===== src/rtl/hd_pkg.sv =====
// Shared types, defaults and the counter-width helper for the load-use hazard unit.
package hd_pkg;

    localparam int unsigned REG_ADDR_W_DEF = 5;
    localparam int unsigned NUM_REGS_DEF   = 32;

    typedef struct packed {
        logic pc_we;
        logic ifid_we;
        logic bubble;
    } stall_ctrl_t;

    localparam stall_ctrl_t CtrlRun   = '{pc_we: 1'b1, ifid_we: 1'b1, bubble: 1'b0};
    localparam stall_ctrl_t CtrlStall = '{pc_we: 1'b0, ifid_we: 1'b0, bubble: 1'b1};

    // Width of a countdown that must hold LOAD_LAT-1; never narrower than one bit.
    function automatic int unsigned cnt_w(input int unsigned lat);
        return (lat <= 2) ? 1 : $clog2(lat);
    endfunction

endpackage


===== src/rtl/hazard_unit_sb_ld_timer.sv =====
// Single-register load-latency countdown: reload on load issue, else saturating decrement.
module hd_ld_timer #(
    parameter int unsigned LOAD_LAT = 1,
    parameter int unsigned CNT_W    = 1
) (
    input  logic clk_i,
    input  logic rst_n_i,
    input  logic load_i,
    output logic busy_o
);

    logic [CNT_W-1:0] cnt_q, cnt_d;

    always_comb begin
        cnt_d = cnt_q;
        if (load_i) begin
            cnt_d = CNT_W'(LOAD_LAT - 1);
        end else if (cnt_q != '0) begin
            cnt_d = cnt_q - 1'b1;
        end
    end

    always_ff @(posedge clk_i or negedge rst_n_i) begin
        if (!rst_n_i) begin
            cnt_q <= '0;
        end else begin
            cnt_q <= cnt_d;
        end
    end

    assign busy_o = (cnt_q != '0);

endmodule


===== src/rtl/hazard_unit_sb.sv =====
// Load-use hazard unit with per-register load-latency scoreboard and flush override.
// Optional stall-cycle counter output enabled by defining HD_PERF_CNT_EN.
module hazard_unit_sb
    import hd_pkg::*;
#(
    parameter int unsigned REG_ADDR_W = REG_ADDR_W_DEF,
    parameter int unsigned NUM_REGS   = NUM_REGS_DEF,
    parameter int unsigned LOAD_LAT   = 1
) (
    input  logic                  clk_i,
    input  logic                  rst_n_i,
    input  logic [REG_ADDR_W-1:0] if_idrs_i,
    input  logic [REG_ADDR_W-1:0] if_idrt_i,
    input  logic                  rs_used_i,
    input  logic                  rt_used_i,
    input  logic [REG_ADDR_W-1:0] id_ex_i,
    input  logic                  id_ex_memread_i,
    input  logic                  flush_i,
`ifdef HD_PERF_CNT_EN
    output logic [31:0]           stall_cnt_o,
`endif
    output logic                  pc_o,
    output logic                  if_id_o,
    output logic                  mux8_o
);

    localparam int unsigned CNT_W = cnt_w(LOAD_LAT);

    logic [NUM_REGS-1:0] busy_vec;
    logic                match_rs, match_rt;
    logic                haz_rs, haz_rt, hazard;
    stall_ctrl_t         ctrl;

    // r0 is hardwired zero and never pending.
    assign busy_vec[0] = 1'b0;

    for (genvar r = 1; r < NUM_REGS; r++) begin : g_timer
        localparam logic [REG_ADDR_W-1:0] RegIdx = REG_ADDR_W'(r);
        hd_ld_timer #(
            .LOAD_LAT (LOAD_LAT),
            .CNT_W    (CNT_W)
        ) u_timer (
            .clk_i   (clk_i),
            .rst_n_i (rst_n_i),
            .load_i  (id_ex_memread_i && (id_ex_i == RegIdx)),
            .busy_o  (busy_vec[r])
        );
    end

    assign match_rs = id_ex_memread_i && (id_ex_i == if_idrs_i) && (if_idrs_i != '0);
    assign match_rt = id_ex_memread_i && (id_ex_i == if_idrt_i) && (if_idrt_i != '0);
    assign haz_rs   = rs_used_i && (match_rs || busy_vec[if_idrs_i]);
    assign haz_rt   = rt_used_i && (match_rt || busy_vec[if_idrt_i]);
    assign hazard   = !flush_i && (haz_rs || haz_rt);

    always_comb begin
        ctrl = CtrlRun;
        if (rst_n_i && hazard) begin
            ctrl = CtrlStall;
        end
    end

    assign pc_o    = ctrl.pc_we;
    assign if_id_o = ctrl.ifid_we;
    assign mux8_o  = ctrl.bubble;

`ifdef HD_PERF_CNT_EN
    logic [31:0] stall_cnt_q, stall_cnt_d;

    assign stall_cnt_d = hazard ? stall_cnt_q + 32'd1 : stall_cnt_q;

    always_ff @(posedge clk_i or negedge rst_n_i) begin
        if (!rst_n_i) begin
            stall_cnt_q <= '0;
        end else begin
            stall_cnt_q <= stall_cnt_d;
        end
    end

    assign stall_cnt_o = stall_cnt_q;
`endif

endmodule


===== config.mk =====
export PLATFORM = sky130hd
export DESIGN_NAME = hazard_unit_sb
export DESIGN_NICKNAME = d
export VERILOG_FILES = /design/src/rtl/hd_pkg.sv /design/src/rtl/hazard_unit_sb_ld_timer.sv /design/src/rtl/hazard_unit_sb.sv
export SDC_FILE = /design/constraint.sdc
export NUM_CORES = 1
export LEC_CHECK = 0
export CAP_MARGIN = 0
export CORE_AREA = 4 4 41 43
export DETAILED_ROUTE_END_ITERATION = 6
export DIE_AREA = 0 0 45 47
export GPL_TIMING_DRIVEN = 0
export PLACE_DENSITY = 0.53
export SYNTH_ARGS = -nofsm -noshare
export SYNTH_HDL_FRONTEND = slang
export SYNTH_SLANG_ARGS = --single-unit

===== constraint.sdc =====
create_clock -name clk_i -period 1.85 [get_ports clk_i]
set_input_delay 0.37 -clock clk_i [delete_from_list [all_inputs] [get_ports clk_i]]
set_output_delay 0.37 -clock clk_i [all_outputs]
set_load 0.02 [all_outputs]

# After elaboration in Yosys (flattened, before gate mapping)
# Cells that the tools add are included.
[totals] regBits=31 latch_bits=0 ram_bits=0 rom_bits=0 in_bits=21 elab_cells=209 n_memories=0
[classes] n_addsub=31 multipliers=0 div=0 order_cmp=2 n_eq_ne=33 n_shift=0 muxes=67 bitwise=0 reduce_logical=45
[ops] op="5-bit == test (second input constant)" n=16
[ops] op="1-bit two-way mux" n=64
[ops] op="5-bit by 4-bit == test with 1-bit output (second input constant)" n=8
[ops] op="1-bit logical AND" n=39
[ops] op="1-bit subtractor (second input constant)" n=31
[ops] op="5-bit by 3-bit == test with 1-bit output (second input constant)" n=4
[ops] op="5-bit by 6-bit less-than comparator with 1-bit output (second input constant)" n=2
[ops] op="1-bit binary-select mux with 5-bit select" n=2
[ops] op="5-bit by 2-bit == test with 1-bit output (second input constant)" n=2
[ops] op="5-bit == test" n=2
[ops] op="5-bit nonzero test" n=2
[ops] op="5-bit by 1-bit == test with 1-bit output (second input constant)" n=1
[ops] op="1-bit logical OR" n=3
[ops] op="3-bit two-way mux" n=1
[ops] op="1-bit zero test" n=1

# Logic depth before layout (Yosys ltp)
# Gate-level depths: netlist of run 1.
[depth] ltp_word=9 mapped_depth=5 ltp_nobuf=4

# Cells and area by module
# A second synthesis of run 1 with hierarchy kept.
[unflattened] hier_cells=198 hier_area_um2=1371.3
[by_module_without_submodules] module="hazard_unit_sb" instances=1 cells_per_inst=136 area_each_um2=1022.2 seq_area_each_um2=0.0
[by_module_without_submodules] module="hd_ld_timer" instances=31 cells_per_inst=2 area_each_um2=11.3 seq_area_each_um2=0.0

# Worst setup path before layout of run 1
# No wires, ideal clock.
[synth_timing] kind="input to output" from="input port flush_i" to="output port mux8_o" arrival_time_ns=1.494 t_required_ns=1.480 slack_ns=-0.014 cell_stages=3 path_cell_list="nand3b_1 nand2b_1 o41ai_1"
[synth_via] elab_chain_len=4
[synth_lines] item="start, declared" line_no="hazard_unit_sb.sv:18" text="input logic flush_i,"
[synth_lines] item="1-bit zero test" line_no="hazard_unit_sb.sv:54" text="assign hazard = !flush_i && (haz_rs || haz_rt);"
[synth_lines] item="1-bit logical AND" line_no="hazard_unit_sb.sv:54"
[synth_lines] item="1-bit logical AND" line_no="hazard_unit_sb.sv:58" text="if (rst_n_i && hazard) begin"
[synth_lines] item="3-bit two-way mux" line_no="hazard_unit_sb.sv:58"
[synth_lines] item="end, declared" line_no="hazard_unit_sb.sv:24" text="output logic mux8_o"
# Every way passes these cells.

# Worst setup path in the final report of run 1
[layout_timing] from="input port id_ex_i[3]" to="output port pc_o"
[layout_via] elab_chain_len=9 elab_cells_between_ends=14
[layout_lines] item="start, declared" line_no="hazard_unit_sb.sv:16" text="input logic [REG_ADDR_W-1:0] id_ex_i,"
[layout_lines] item="5-bit == test (on tied branches)" line_no="hazard_unit_sb.sv:50, hazard_unit_sb.sv:51"
[layout_lines] item="1-bit logical AND (on tied branches) (2 in a row)" line_no="hazard_unit_sb.sv:50, hazard_unit_sb.sv:51"
[layout_lines] item="1-bit logical OR (on tied branches)" line_no="hazard_unit_sb.sv:52, hazard_unit_sb.sv:53"
[layout_lines] item="1-bit logical AND (on tied branches)" line_no="hazard_unit_sb.sv:52, hazard_unit_sb.sv:53"
[layout_lines] item="1-bit logical OR (*)" line_no="hazard_unit_sb.sv:54"
[layout_lines] item="1-bit logical AND (*)" line_no="hazard_unit_sb.sv:54"
[layout_lines] item="1-bit logical AND (*)" line_no="hazard_unit_sb.sv:58"
[layout_lines] item="3-bit two-way mux (*)" line_no="hazard_unit_sb.sv:58"
[layout_lines] item="end, declared" line_no="hazard_unit_sb.sv:22" text="output logic pc_o,"
# Every way passes the cells marked *; elsewhere a longest branch is shown, timed or not.

==> impl_metrics.json, run 1 <==
{
  "ant_nets": 0,
  "gp_congestion": 0.6272,
  "yosysSeqAreaShare_pct": 0,
  "syn-cell-area_sq_um": 168.9,
  "vias_per_cell": 4.381,
  "slew_viol_final": 0,
  "slew_headroom_pct": 82.51,
  "pre_cts_slack_ps": -908.0,
  "synth.net_count": 45,
  "worst_setup_path_start_kind": "input port",
  "crit_family": "simple AND/OR/NAND/NOR gates",
  "die_width_microns": 45,
  "period_minus_slack_ps": 1811,
  "seqCellArea_sq_um": 0,
  "min_to": "mux8_o",
  "status": "finished, final reports clean",
  "yosysWarnings": 0,
  "route.final.wire_length_microns": 744,
  "critPathKind": "input port to primary output",
  "layout_setup_ws_ps": 39.47,
  "wl_per_cell_microns": 11.81,
  "grt_max_degree": 5,
  "synth.avg_cell_area_sq_um": 7.038,
  "portBuffers": 23,
  "grt-ovfl-total": 0,
  "crit_fanout": 2,
  "cap_violations": 0,
  "p_per_area_mw_per_mm2": 188.9,
  "drt_iter0_drc": 2,
  "worstPathRequired_ps": 1480,
  "seq_cells": 0,
  "post-route-util_pct": 33.65,
  "holdPathStages": 5,
  "min_path_type": "input port to primary output",
  "netlist_instances": 24,
  "cpMostUsedCell": "buf_6",
  "multi_input_area_sq_um": 225.2,
  "tightestPinTransition_ps": 260.1,
  "gr-usage-all-layers_pct": 6.530,
  "io_pins": 24,
  "total_power_mw": 0.08273,
  "setup_violations": 0,
  "num_vias": 276,
  "hold_start": "id_ex_i[3]",
  "drt_pass1_iterations": 2,
  "cpPeakStageDelay_ps": 290,
  "arrival_ps": 1440,
  "synth_cell_types": 14,
  "area_growth_pct": 159.3,
  "die_height_microns": 47,
  "nClkBuffers": 0,
  "coreArea_sq_mm": 0.001301,
  "fmaxAchievable_mhz": 552.3,
  "hpwl_microns": 630.4,
  "drive_gt1_share_pct": 64.58,
  "cpMaxStageDelayCell": "nor4_2",
  "dieArea_sq_mm": 0.002115,
  "nets": 71,
  "p_leak_nw": 0.1869,
  "grt_pass1_wl_microns": 1090,
  "rows": 13,
  "finalCritPeriodShare_pct": 97.87,
  "n_antenna_cell": 0,
  "cp_num_buf_inv": 2,
  "ctsHoldBuffers": 0,
  "end_kind": "primary output",
  "grt_pass1_vias": 271,
  "start_util_pct": 12.98,
  "fillers": 154,
  "antenna_found_initial": 0,
  "drc": 0,
  "vdd_ir_drop_max_mv": 0.07069,
  "crit_chain": "buf_6, xor2_2, nor4_2, nand4_1, o41a_1, buf_6",
  "hold_viol": 0
}
==> power by group <==
group          switching (mW)  internal [mW]  leakage, nW  total, mW
Combinational          0.0351         0.0476        0.187     0.0827
Clock                       0              0            0          0
Sequential                  0              0            0          0
Total                  0.0351         0.0476        0.187     0.0827
==> kinds of logic after synthesis <==
| logic type | Yosys count | share of synthesized area (%) |
|---|---|---|
| AOI/OAI and AO/OA | 4 | 17.77 |
| xor gates and xnor gates | 8 | 41.48 |
| buffers and inverters | 1 | 4.446 |
| and+or+nand+nor | 11 | 36.30 |
==> cells in the mapped netlist (all sizes together) <==
cell type / number / area share (%)
a21oi: 1 / 3.0
xor2: 3 / 16
or2: 1 / 3.7
nand4: 1 / 3.7
nand2b: 1 / 3.7
nor3: 1 / 3.0
nand3b: 1 / 4.4
nand2: 3 / 6.7
o21ai: 1 / 3.0
nor4: 3 / 11
o41a: 1 / 6.7
o41ai: 1 / 5.2
buf: 1 / 4.4
xnor2: 5 / 26
==> metal layers <==
layer,wire length (microns),track usage [%]
met5,0,0
met4,0,0
met3,109,1.533
met2,369,13.28
met1,265,7.191
==> how the worst max path moves through the flow <==
stage	startpoint	endpoint	cells past startpoint
floorplan	flush_i	pc_o	4
global placement	if_idrs_i[0]	pc_o	7
detailed placement	if_idrs_i[1]	pc_o	7
CTS	if_idrt_i[3]	if_id_o	6
global route	id_ex_i[3]	if_id_o	6
finish	id_ex_i[3]	pc_o	6
==> through the flow <==
stage | instances | setup TNS [ps] | hold slack (ps) | cell area (sq um)
final | 63 | 0 | 1201 | 437.9
after detailed placement | 62 | -2444 | 1838 | 425.4
after CTS | 63 | 0 | 1244 | 419.2
after global routing | 63 | -70.94 | 1220 | 437.9
after floorplan | 24 | 0 | 929.0 | 176.4
after global placement | 62 | -2341 | 1846 | 425.4
==> tightest hold or removal path, delay by kind of cell <==
| family | cells | cell delay (ps) |
|---|---|---|
| AO/OA/AOI/OAI | 1 | 70 |
| buffers and inverters | 2 | 240 |
| AND/OR/NAND/NOR | 1 | 70 |
| XOR/XNOR | 1 | 80 |
==> layout by cell type (no fill, tap or decap) <==
master / count
clkbuf_2: 1
buf_6: 4
xor2_2: 1
nor4_2: 3
or2_4: 1
nor3_2: 1
clkdlybuf4s15_1: 1
buf_4: 4
a21oi_2: 1
o41ai_2: 1
xnor2_2: 1
dlygate4sd2_1: 3
clkdlybuf4s15_2: 2
xnor2_1: 4
clkdlybuf4s50_1: 1
buf_2: 9
nand4_1: 1
o41a_1: 1
nand2_1: 3
nand3b_1: 1
nand2b_4: 1
o21ai_2: 1
xor2_1: 2
==> repair_timing <==
item                                    CTS  global route
pin swaps                                10             4
resized for setup                        79            13
endpoints found under the hold margin     0             0
endpoints found under the setup margin    3             3
setup buffers                             2             0
==> final cells by class <==
| type | instances | area share [%] |
|---|---|---|
| multi-input combinational | 23 | 51.43 |
| timing repair buffer | 25 | 44.29 |
| tap | 15 | 4.286 |
No activity file was read; power rests on OpenSTA's default activity.
==> run 2: changes to the inputs <==
--- a/config.mk
+++ b/config.mk
@@ -9,6 +9,7 @@
 export CORE_AREA = 4 4 41 43
 export DETAILED_ROUTE_END_ITERATION = 6
 export DIE_AREA = 0 0 45 47
+export GPL_ROUTABILITY_DRIVEN = 0
 export GPL_TIMING_DRIVEN = 0
 export PLACE_DENSITY = 0.53
 export SYNTH_ARGS = -nofsm -noshare
==> results of run 2 <==
Final layout, timing and power as in run 1 (identical DEF).
==> run 3: changes to the inputs <==
--- a/config.mk
+++ b/config.mk
@@ -5,6 +5,7 @@
 export SDC_FILE = /design/constraint.sdc
 export NUM_CORES = 1
 export LEC_CHECK = 0
+export ABC_CLOCK_PERIOD_IN_PS = 1740
 export CAP_MARGIN = 0
 export CORE_AREA = 4 4 41 43
 export DETAILED_ROUTE_END_ITERATION = 6
@@ -12,6 +13,7 @@
 export GPL_ROUTABILITY_DRIVEN = 0
 export GPL_TIMING_DRIVEN = 0
 export PLACE_DENSITY = 0.53
+export SLEW_MARGIN = 15
 export SYNTH_ARGS = -nofsm -noshare
 export SYNTH_HDL_FRONTEND = slang
 export SYNTH_SLANG_ARGS = --single-unit
==> constraint.sdc (replaced) <==
create_clock -name clk_i -period 1.74 [get_ports clk_i]
set_input_delay 0.348 -clock clk_i [delete_from_list [all_inputs] [get_ports clk_i]]
set_output_delay 0.348 -clock clk_i [all_outputs]
set_load 0.02 [all_outputs]
==> run 3 against run 2 <==
Net effect:
- the run now ends with setup timing left
- first-iteration DRC count decreased by 50%
- flip-flop and latch count unchanged
- largest power group unchanged
- combinational power increased by 9.2%
- non-clock buffer count increased by 2
- critical path depth increased by 1
- final area increased by 3.4%
- die area unchanged
==> impl_metrics.json, run 3 (synthesized netlist as in run 1, its figures left out) <==
{
  "start_util_pct": 12.98,
  "period_minus_slack_ps": 1843,
  "layout_setup_ws_ps": -103.5,
  "violations": "setup timing",
  "cap_violations": 0,
  "grt-ovfl-total": 0,
  "drc": 0,
  "dpl_cell_area_sq_um": 425.4,
  "die_height_microns": 47,
  "hpwl_microns": 630.4,
  "ctsHoldBuffers": 0,
  "ant_nets": 0,
  "slew_viol_final": 0,
  "seqCellArea_sq_um": 0,
  "drive_gt1_share_pct": 68.00,
  "final_common_cell": "buf_2",
  "post-route-util_pct": 34.81,
  "route.final.wire_length_microns": 771,
  "grt_util_met3_pct": 1.533,
  "wl_per_cell_microns": 11.86,
  "worst_setup_path_start_kind": "input port",
  "multi_input_area_sq_um": 232.7,
  "critPathKind": "input port to primary output",
  "fmaxAchievable_mhz": 542.5,
  "vdd_ir_drop_max_mv": 0.07539,
  "gr-usage-met2_pct": 13.28,
  "gr-usage-all-layers_pct": 6.530,
  "setup_violations": 3,
  "p_leak_nw": 0.1967,
  "die_width_microns": 45,
  "pre_cts_slack_ps": -974.0,
  "end_kind": "primary output",
  "drt_pass1_iterations": 2,
  "rows": 13,
  "rsz0062_at_grt": "true",
  "n_antenna_cell": 0,
  "grt_pass1_vias": 271,
  "finalCritPeriodShare_pct": 105.9,
  "tightestPinTransition_ps": 257.8,
  "slew_headroom_pct": 82.63,
  "tns_ps": -203.1,
  "status": "finished, violations left",
  "seq_cells": 0,
  "grt_util_met1_pct": 7.191,
  "final_area_sq_um": 452.9,
  "antenna_found_initial": 0,
  "nClkBuffers": 0,
  "vias_per_cell": 4.308,
  "area_growth_pct": 168.1,
  "grt_max_degree": 5,
  "p_per_area_mw_per_mm2": 199.3,
  "worstPathRequired_ps": 1390,
  "stdcell_count": 65,
  "busiest_layer": "met2",
  "hold_viol": 0,
  "portBuffers": 23,
  "arrival_ps": 1500,
  "num_vias": 280,
  "dp_cells": 62,
  "nets": 73,
  "final_cell_mix": "12 x buf_2, 6 x buf_4, 3 x nor4_2, 3 x xnor2_1, 3 x nand2_1",
  "dieArea_sq_mm": 0.002115,
  "fillers": 153,
  "min_path_type": "input port to primary output",
  "coreArea_sq_mm": 0.001301,
  "drt_iter0_drc": 1,
  "grt_pass1_wl_microns": 1090,
  "crit_fanout": 2,
  "io_pins": 24
}
run 3: stage by stage:
stage	power (mW)	hold slack (ps)
after floorplan	0.02582	885.0
after global placement	0.08210	1802
after detailed placement	0.08277	1794
after CTS	0.08361	1200
after global routing	0.09741	1167
final	0.09028	1152
run 3: repair_timing:
action,CTS,global route
endpoints found under the setup margin,3,3
gates resized for setup,81,14
pin swaps,10,6
gates cloned,0,0
buffers inserted,2,1
run 3: area by class of cell:
type                            count  share of cell area, %
Buffer                              1                  1.657
Tap cell                           15                  4.144
Timing Repair Buffer               26                  42.82
Multi-Input combinational cell     23                  51.38
run 3: worst paths after layout:
kind	startpoint	endpoint	slack, ps	cells after the start
worst min-delay path	id_ex_i[3]	mux8_o	1150	5
worst max-delay path	id_ex_i[3]	pc_o	-100	7
run 3: critical path, stage by stage:
cell     delay (ps)
buf_8           100
xor2_2          170
nor4_2          280
nand4_1         170
o41a_1          160
buf_4           150
buf_6           120
run 3: where the power goes:
part           switching [mW]  internal [mW]
registers                   0              0
logic                  0.0380         0.0523
clock network               0              0
total                  0.0380         0.0523
run 3: per-layer routing:
metal  part of all wire (%)  up-vias
met4                      0        0
met2                     51       15
met1                     34      123
met5                      0        -
met3                     15        0
li1                       -      142
